[config.mk]
export PLATFORM = sky130hd
export DESIGN_NAME = mvm_engine
export DESIGN_NICKNAME = d
export VERILOG_FILES = /design/src/rtl/mvm_pkg.sv /design/src/rtl/mvm_mac_lane.sv /design/src/rtl/mvm_engine.sv
export SDC_FILE = /design/constraint.sdc
export NUM_CORES = 2
export LEC_CHECK = 0
export CAP_MARGIN = 20
export CORE_MARGIN = 5
export CORE_UTILIZATION = 50
export CTS_CLUSTER_SIZE = 28
export DETAILED_ROUTE_END_ITERATION = 8
export PLACE_DENSITY = 0.7
export SYNTH_ARGS = -nofsm -noshare
export SYNTH_HDL_FRONTEND = slang
export SYNTH_SLANG_ARGS = --single-unit
[constraint.sdc]
create_clock -name clk -period 6.3 [get_ports clk]
set_input_delay 1.26 -clock clk [delete_from_list [all_inputs] [get_ports clk]]
set_output_delay 1.26 -clock clk [all_outputs]
set_load 0.01 [all_outputs]
[src/rtl/mvm_pkg.sv]
// Shared types and helpers for the column-serial matrix-vector engine.
package mvm_pkg;

  typedef enum logic [1:0] {
    StIdle,
    StCompute,
    StOut
  } state_e;

  // Accumulator width that cannot overflow a full unsigned dot product of length cols.
  function automatic int unsigned acc_width(input int unsigned dw, input int unsigned cols);
    return 2 * dw + $clog2(cols);
  endfunction

endpackage

[src/rtl/mvm_mac_lane.sv]
// One output row: operand extension, multiply and wrapping accumulate into acc.
module mvm_mac_lane #(
  parameter int unsigned DW    = 8,
  parameter int unsigned ACC_W = 18
) (
  input  logic             clk,
  input  logic             rst,
  input  logic             clr,
  input  logic             en,
  input  logic             is_signed,
  input  logic [DW-1:0]    w,
  input  logic [DW-1:0]    x,
  output logic [ACC_W-1:0] acc
);

  logic [ACC_W-1:0] w_ext;
  logic [ACC_W-1:0] x_ext;
  logic [ACC_W-1:0] prod;

  // Extending both operands to ACC_W first makes the low ACC_W bits of the product
  // equal to the extended 2*DW product, so the add below wraps modulo 2^ACC_W.
  always_comb begin
    w_ext = is_signed ? ACC_W'($signed(w)) : ACC_W'(w);
    x_ext = is_signed ? ACC_W'($signed(x)) : ACC_W'(x);
    prod  = w_ext * x_ext;
  end

  always_ff @(posedge clk) begin
    if (rst) begin
      acc <= '0;
    end else if (clr) begin
      acc <= '0;
    end else if (en) begin
      acc <= acc + prod;
    end
  end

endmodule

[src/rtl/mvm_engine.sv]
// Matrix-vector engine y = W*x: weight registers, x latch, column FSM and per-row MAC lanes.
module mvm_engine
  import mvm_pkg::*;
#(
  parameter int unsigned DW    = 8,
  parameter int unsigned ROWS  = 4,
  parameter int unsigned COLS  = 4,
  parameter int unsigned ROW_W = (ROWS > 1) ? $clog2(ROWS) : 1,
  parameter int unsigned COL_W = (COLS > 1) ? $clog2(COLS) : 1,
  parameter int unsigned ACC_W = acc_width(DW, COLS)
) (
  input  logic                    clk,
  input  logic                    rst,
  input  logic                    cfg_valid,
  output logic                    cfg_ready,
  input  logic [ROW_W+COL_W-1:0]  cfg_addr,
  input  logic [DW-1:0]           cfg_data,
  input  logic                    in_valid,
  output logic                    in_ready,
  input  logic [COLS*DW-1:0]      in_x_flat,
  input  logic                    in_signed,
  input  logic                    in_accum,
  output logic                    out_valid,
  input  logic                    out_ready,
  output logic [ROWS*ACC_W-1:0]   out_y_flat,
  output logic                    busy
);

  localparam logic [COL_W-1:0] KLast = COL_W'(COLS - 1);

  state_e           state_q;
  logic [COL_W-1:0] k_q;
  logic             signed_q;
  logic [DW-1:0]    x_q [COLS];
  logic [DW-1:0]    w_q [ROWS][COLS];

  logic             idle;
  logic             accept;
  logic             cfg_hit;
  logic [ROW_W-1:0] cfg_row;
  logic [COL_W-1:0] cfg_col;

  assign idle     = (state_q == StIdle);
  assign cfg_row  = cfg_addr[ROW_W+COL_W-1 -: ROW_W];
  assign cfg_col  = cfg_addr[COL_W-1:0];
  // Out-of-range addresses are dropped without any indication to the host.
  assign cfg_hit  = idle && cfg_valid && (32'(cfg_row) < ROWS) && (32'(cfg_col) < COLS);
  assign accept   = idle && in_valid && !cfg_valid;

  assign cfg_ready = idle;
  assign in_ready  = idle && !cfg_valid;
  assign out_valid = (state_q == StOut);
  assign busy      = !idle;

  always_ff @(posedge clk) begin
    if (rst) begin
      state_q  <= StIdle;
      k_q      <= '0;
      signed_q <= 1'b0;
      for (int k = 0; k < COLS; k++) x_q[k] <= '0;
    end else begin
      unique case (state_q)
        StIdle: begin
          if (accept) begin
            for (int k = 0; k < COLS; k++) x_q[k] <= in_x_flat[k*DW +: DW];
            signed_q <= in_signed;
            k_q      <= '0;
            state_q  <= StCompute;
          end
        end
        StCompute: begin
          if (k_q == KLast) begin
            k_q     <= '0;
            state_q <= StOut;
          end else begin
            k_q <= k_q + 1'b1;
          end
        end
        StOut: begin
          if (out_ready) state_q <= StIdle;
        end
        default: state_q <= StIdle;
      endcase
    end
  end

  always_ff @(posedge clk) begin
    if (rst) begin
      for (int r = 0; r < ROWS; r++) begin
        for (int c = 0; c < COLS; c++) w_q[r][c] <= '0;
      end
    end else if (cfg_hit) begin
      w_q[cfg_row][cfg_col] <= cfg_data;
    end
  end

  for (genvar r = 0; r < ROWS; r++) begin : g_lane
    mvm_mac_lane #(
      .DW   (DW),
      .ACC_W(ACC_W)
    ) u_lane (
      .clk      (clk),
      .rst      (rst),
      .clr      (accept && !in_accum),
      .en       (state_q == StCompute),
      .is_signed(signed_q),
      .w        (w_q[r][k_q]),
      .x        (x_q[k_q]),
      .acc      (out_y_flat[r*ACC_W +: ACC_W])
    );
  end

endmodule
== Word-level counts from Yosys, hierarchy flattened ==
Memory sizes are Yosys's and may differ from the RTL's. A register that Yosys moved wholly into a read port is not among the register bits.
Index checks and enable logic that the tools add are counted.

* Memories: 2
* Memory bits (writable): 160
* Register bits: 77
* Bits of input ports: 51

* Equality and inequality tests: 6
* Multiply operators: 4
* Reduce and logical (&&, ||, !) cells: 16
* Order comparisons: 3
* Bitwise gates (word level): 6
* $add $sub $neg: 5
* Muxes and demuxes: 44

{| class="wikitable"
|+ Memories
! name !! words !! width !! rd ports !! clocked after Yosys merged registers in !! write ports !! RTL line !! source
|-
| w_q || 4 || 32 || 4 || 0 || 4 || mvm_engine.sv:35 || <nowiki>logic [DW-1:0] w_q [ROWS][COLS];</nowiki>
|-
| x_q || 4 || 8 || 1 || 1 || 4 || mvm_engine.sv:34 || <nowiki>logic [DW-1:0] x_q [COLS];</nowiki>
|}

{| class="wikitable"
|+ Operators with widths
! operator !! number
|-
| two-way mux 8 bit || 13
|-
| two-way mux 32 bit || 3
|-
| two-way mux 18 bit || 5
|-
| adder 18 bit || 4
|-
| multiplier 18 x 18 -> 18 bit || 4
|-
| binary-select mux 8 bit (select 2 bit) || 4
|-
| OR reduction 32 bit || 1
|-
| demux 8 bit (select 2 bit) || 1
|-
| two-way mux 2 bit || 8
|-
| two-way mux 1 bit || 8
|-
| >= comparator 3 bit (second input constant) || 2
|-
| logical AND 1 bit || 6
|-
| inverter 2 -> 3 bit || 2
|-
| one-hot mux 2 bit (3 select lines) || 1
|-
| == test 2 bit (second input constant) || 2
|-
| != test 2 x 1 -> 1 bit (second input constant) || 2
|-
| bitwise OR 1 bit || 4
|-
| one-hot mux 2 bit (2 select lines) || 1
|-
| AND reduction 2 bit || 2
|-
| logical NOT 1 bit || 3
|-
| < comparator 3 x 1 -> 1 bit (second input constant) || 1
|-
| AND reduction 3 bit || 1
|-
| adder 2 x 1 -> 2 bit (second input constant) || 1
|-
| == test 2 x 1 -> 1 bit (second input constant) || 1
|-
| 4 further kinds || 4
|}

== Depth between registers and ports, before layout ==
* Word-level depth: 8
* Depth in mapped cells: 31
* Depth with buffers taken out: 27

== Hierarchy ==
From an unflattened synthesis, not the netlist that was laid out.

* Cell total of the unflattened synthesis: 2989
* Area total of the unflattened synthesis: 29425.7 µm²

{| class="wikitable"
|+ By module, submodules not included
! module !! cells each !! seq. area each (µm²) !! times used !! area an instance (µm²)
|-
| mvm_engine || 515 || 4944.7 || 1 || 7557.2
|-
| mvm_mac_lane (g_lane[0].u_lane) || 629 || 360.3 || 1 || 5499.0
|-
| mvm_mac_lane (g_lane[1].u_lane) || 617 || 360.3 || 1 || 5491.5
|-
| mvm_mac_lane (g_lane[2].u_lane) || 615 || 360.3 || 1 || 5466.5
|-
| mvm_mac_lane (g_lane[3].u_lane) || 613 || 360.3 || 1 || 5411.4
|}

== Worst setup path before layout ==
Ideal clock, no wire load.

* Kind: register to register
* From: register (tool-made name)
* To: register g_lane[1].u_lane.acc[17]
* Period minus slack after synthesis: 6.539 ns
* Path slack: -0.239 ns
* Data required time: 6.167 ns
* Stages on the path, launching flop included: 31
* Data arrival time: 6.407 ns
* Cells stage by stage: dfxtp_1 buf_4 buf_4 mux2i_1 nand2_1 o21ai_2 buf_2 buf_1 nor2_1 ha_1 xnor2_4 xnor2_1 ha_1 inv_1 fa_1 inv_1 fa_1 inv_1 fa_1 fa_1 inv_1 ha_1 a21o_1 a21o_1 a31oi_1 nand2_1 a211o_1 a31oi_1 a21oi_1 xnor2_1 a21oi_1

{| class="wikitable"
|+ RTL lines
! item !! RTL line !! source
|-
| end signal: assignment || mvm_mac_lane.sv:34 || <nowiki>acc <= acc + prod;</nowiki>
|-
| end: declaration || mvm_mac_lane.sv:13 || <nowiki>output logic [ACC_W-1:0] acc</nowiki>
|}

==> qor.log <==
INFO  global_route   overflow=0
INFO  pwr            combinationalPowerShare=57.1%
INFO  placed_design  pre_cts_slack=-299ps
INFO  global_route   grt_pass1_wl=117mm
INFO  sta            maxSlewViolCount=0
INFO  pwr            p_sw=3.40mW
INFO  routing        remaining_number_of_nets_flagged_by_the_antenna_check_after_routing=0
INFO  logic_synthesis synth_seq_area_share=22.0%
INFO  clock_network  clock_tree.buffer_depth=3
INFO  critical_path  crit_type=register to register
INFO  critical_path  worst_setup_path_end_kind=register
INFO  routing        routed-via-count=21100
INFO  critical_path  worstPathRequired=6760ps
INFO  critical_path  crit_fanout=9
INFO  clock_network  cts_buf_count=28
INFO  sta            rsz0062_at_grt=yes
INFO  logic_synthesis mappedNetlistArea=29000squm
INFO  clock_network  root_cell_of_the_clock_tree=clkbuf_16
INFO  routing        firstDrtPassIters=5
INFO  clock_network  ctsHtreeMaxLevel=1
INFO  layout         final_util=59.9%
INFO  sta            final_period_demand_of_the_worst_path=6200ps
INFO  logic_synthesis complex_gate_fraction_of_the_synthesized_area=6.13%
INFO  clock_network  clock_tree_sinks=239
INFO  sta            finalHoldViolCount=0
INFO  placed_design  portBuffers=126
INFO  pwr            total_leakage_power=16.2nW
INFO  routing        wl=73.2mm
INFO  pwr            reg_power_share=22.6%
INFO  logic_synthesis synth_cells=3060
INFO  die            dieArea=62900squm
INFO  logic_synthesis synth_xor_area_share=5.70%
INFO  routing        routed_wirelength_normalized_by_instance_count=17.8um
INFO  logic_synthesis ys_async_sr_fraction=0%
INFO  layout         flow.area_growth_from_synthesis=18.9%
INFO  logic_synthesis post_synth_num_cell_types=70
INFO  pwr            vdd_ir_drop_max=0.233mV
INFO  layout         fin_nets=4044
INFO  logic_synthesis syn-num-nets=3776
INFO  clock_network  cts_tree=built
INFO  global_route   vias_in_the_first_global_route=22100
INFO  sta            slew_headroom=45.9%
INFO  sta            post-route-period-util=98.4%
INFO  sta            max_freq=0.161GHz
INFO  logic_synthesis syn_avg_cell_area=9.48squm
INFO  global_route   grt_start_max_net_pins=67
INFO  logic_synthesis main_combinational_cell_family_by_area_after_synthesis=adder cells
INFO  clock_network  clk_pin_slew_worst_paths=70ps
INFO  outcome        run_status=finished clean
INFO  global_route   grt_antenna_before_repair=0
INFO  die            row_count=88
INFO  logic_synthesis synthesis.yosys.warnings=0
INFO  routing        drt_iter0_drc=1386
INFO  logic_synthesis synth-edff-count=160
INFO  pwr            intPower=4.93mW
INFO  layout         layout_common_cells=inv_1, fa_1, ha_1, nor2_1, nand2_1
INFO  layout         post_route_cells_drive_above_1_share=14.5%
INFO  clock_network  clk-insertion-delay-late=600ps
INFO  placed_design  gpl.final_weighted_congestion=0.892
INFO  sta            timing.final.setup_violations=0
INFO  die            floorplan.die.height=251um
INFO  sta            worst_pin_slew=805ps
INFO  worst_hold_path worstHoldPathType=register to register
INFO  die            start_util=50.4%
INFO  logic_synthesis synth_flop_cell=edfxtp_1
INFO  pwr            power.clock.fraction=20.3%
INFO  layout         final_standard_cell_area_without_fillers=34500squm
INFO  routing        drc=0
INFO  logic_synthesis fraction_of_synthesized_area_in_multiplexers=3.52%
INFO  die            top_level_ports=127
INFO  logic_synthesis synthAdderAreaFrac=38.6%
INFO  run            drv_cap=0
INFO  sta            finClkSkew=20.6ps
INFO  pwr            switching_share=40.8%
INFO  layout         final_common_cell=inv_1
INFO  critical_path  critPathArrivalTime=6660ps
INFO  die            chipWidth=251um
INFO  sta            final.setup.worst_slack=99.4ps
INFO  placed_design  dp_hpwl=58.2mm
INFO  placed_design  placed_cell_area=32200squm
INFO  logic_synthesis post_synth_and_or_nand_nor_area_fraction=13.8%
INFO  logic_synthesis postSynthRegisterBits=239
INFO  critical_path  critical_path.startpoint_type=register
INFO  pwr            p_per_area=242nW/um^2
INFO  global_route   groute.usage.overall=22.9%
INFO  routing        vias_per_cell=5.12
INFO  die            core_area=57600squm
## final timing paths
check / from / end / slack, ps / cells after the start
worst max-delay path: register / g_lane[1].u_lane.acc[17]$_SDFFE_PP0P_ / 100 / 22
worst min-delay path: g_lane[3].u_lane.acc[12]$_SDFFE_PP0P_ / g_lane[3].u_lane.acc[12]$_SDFFE_PP0P_ / 470 / 2
worst max register to register: register / g_lane[1].u_lane.acc[17]$_SDFFE_PP0P_ / 100 / 22
worst min register to register: g_lane[3].u_lane.acc[12]$_SDFFE_PP0P_ / g_lane[3].u_lane.acc[12]$_SDFFE_PP0P_ / 470 / 2
## cells in the mapped netlist, drive strengths merged, types with 6 or more instances
library cell / instances / area (sq um)
o21ai: 64 / 377
clkbuf: 62 / 233
o21a: 24 / 180
nor2b: 26 / 163
nor3: 14 / 80.1
or3: 9 / 56.3
nand3: 16 / 80.1
a31oi: 10 / 62.6
dfxtp: 79 / 1580
mux4: 11 / 252
a21oi: 111 / 556
a21o: 33 / 248
a22oi: 6 / 45.0
mux2i: 39 / 428
nand2: 249 / 947
xnor2: 142 / 1320
ha: 282 / 3530
and2: 175 / 1090
or2: 27 / 169
a211oi: 12 / 90.1
mux2: 30 / 342
and3: 8 / 50.1
nor2: 285 / 1100
buf: 47 / 269
inv: 653 / 2450
edfxtp: 160 / 4800
nand2b: 36 / 225
xor2: 37 / 339
fa: 383 / 7670
## power by group through the flow
stage / Clock [mW] / Combinational [mW] / Sequential, mW
global placement: 0 / 4.22 / 1.91
global route: 1.78 / 5.41 / 1.90
floorplan: 0 / 3.08 / 1.92
finish: 1.69 / 4.76 / 1.88
detailed placement: 0 / 4.35 / 1.92
CTS: 1.72 / 4.43 / 1.88
## layout make-up
type                       instances  area, sq um
fill                            4768        23100
multi-input combinational       2059        20400
sequential                       239         6400
timing repair buffer             347         3360
inverter                         653         2450
tap                              765          957
clock buffer                      37          756
clock inverter                    14          165
antenna                            1         2.50
## stage by stage
step | instances | TNS [ps] | total power [mW] | hold slack, ps
after floorplan | 3060 | 0 | 5.00 | 484
after global placement | 3998 | -21.6 | 6.13 | 458
final | 4115 | 0 | 8.33 | 473
after global routing | 4114 | -813 | 9.09 | 491
after CTS | 4052 | 0 | 8.03 | 474
after detailed placement | 3999 | -1010 | 6.27 | 466
## metal layers
metal / track usage [%] / part of all wire (%)
met5: 0 / 0
met4: 5.16 / 2.3
met3: 3.10 / 5.6
met2: 39.9 / 50
met1: 30.8 / 43
## flip-flops by register name, summed over array words and instances (netlist names), named ones only
name	cells
g_lane.u_lane.acc	72
state_q	2
signed_q	1
x_q	32
w_q	128
k_q	2
## worst max-delay path, stage by stage, from the launching register on
cell	delay, ps
dfxtp_4	390
buf_12	140
mux2_2	390
o21a_1	210
buf_12	160
buf_4	160
nand2_1	120
fa_1	490
buf_4	200
fa_1	540
fa_1	450
fa_1	590
fa_1	440
fa_1	400
xnor2_1	210
xnor2_1	160
xnor2_1	160
xnor2_1	160
xnor2_1	150
xnor2_1	180
buf_4	160
xnor2_1	120
a21oi_1	90
## cell families after synthesis
family	after synthesis
buf+inv	762
mux	80
fa+ha+maj	666
flops	239
simple gates	850
compound gates	284
xor+xnor	179
## repair_timing
action	4_1_cts	5_1_grt
setup endpoints to repair	10	19
hold buffers	0	0
cloned	0	5
resized for setup	15	166
buffers inserted	2	57
pin swaps	7	49
(Power assumes the default switching activity.)
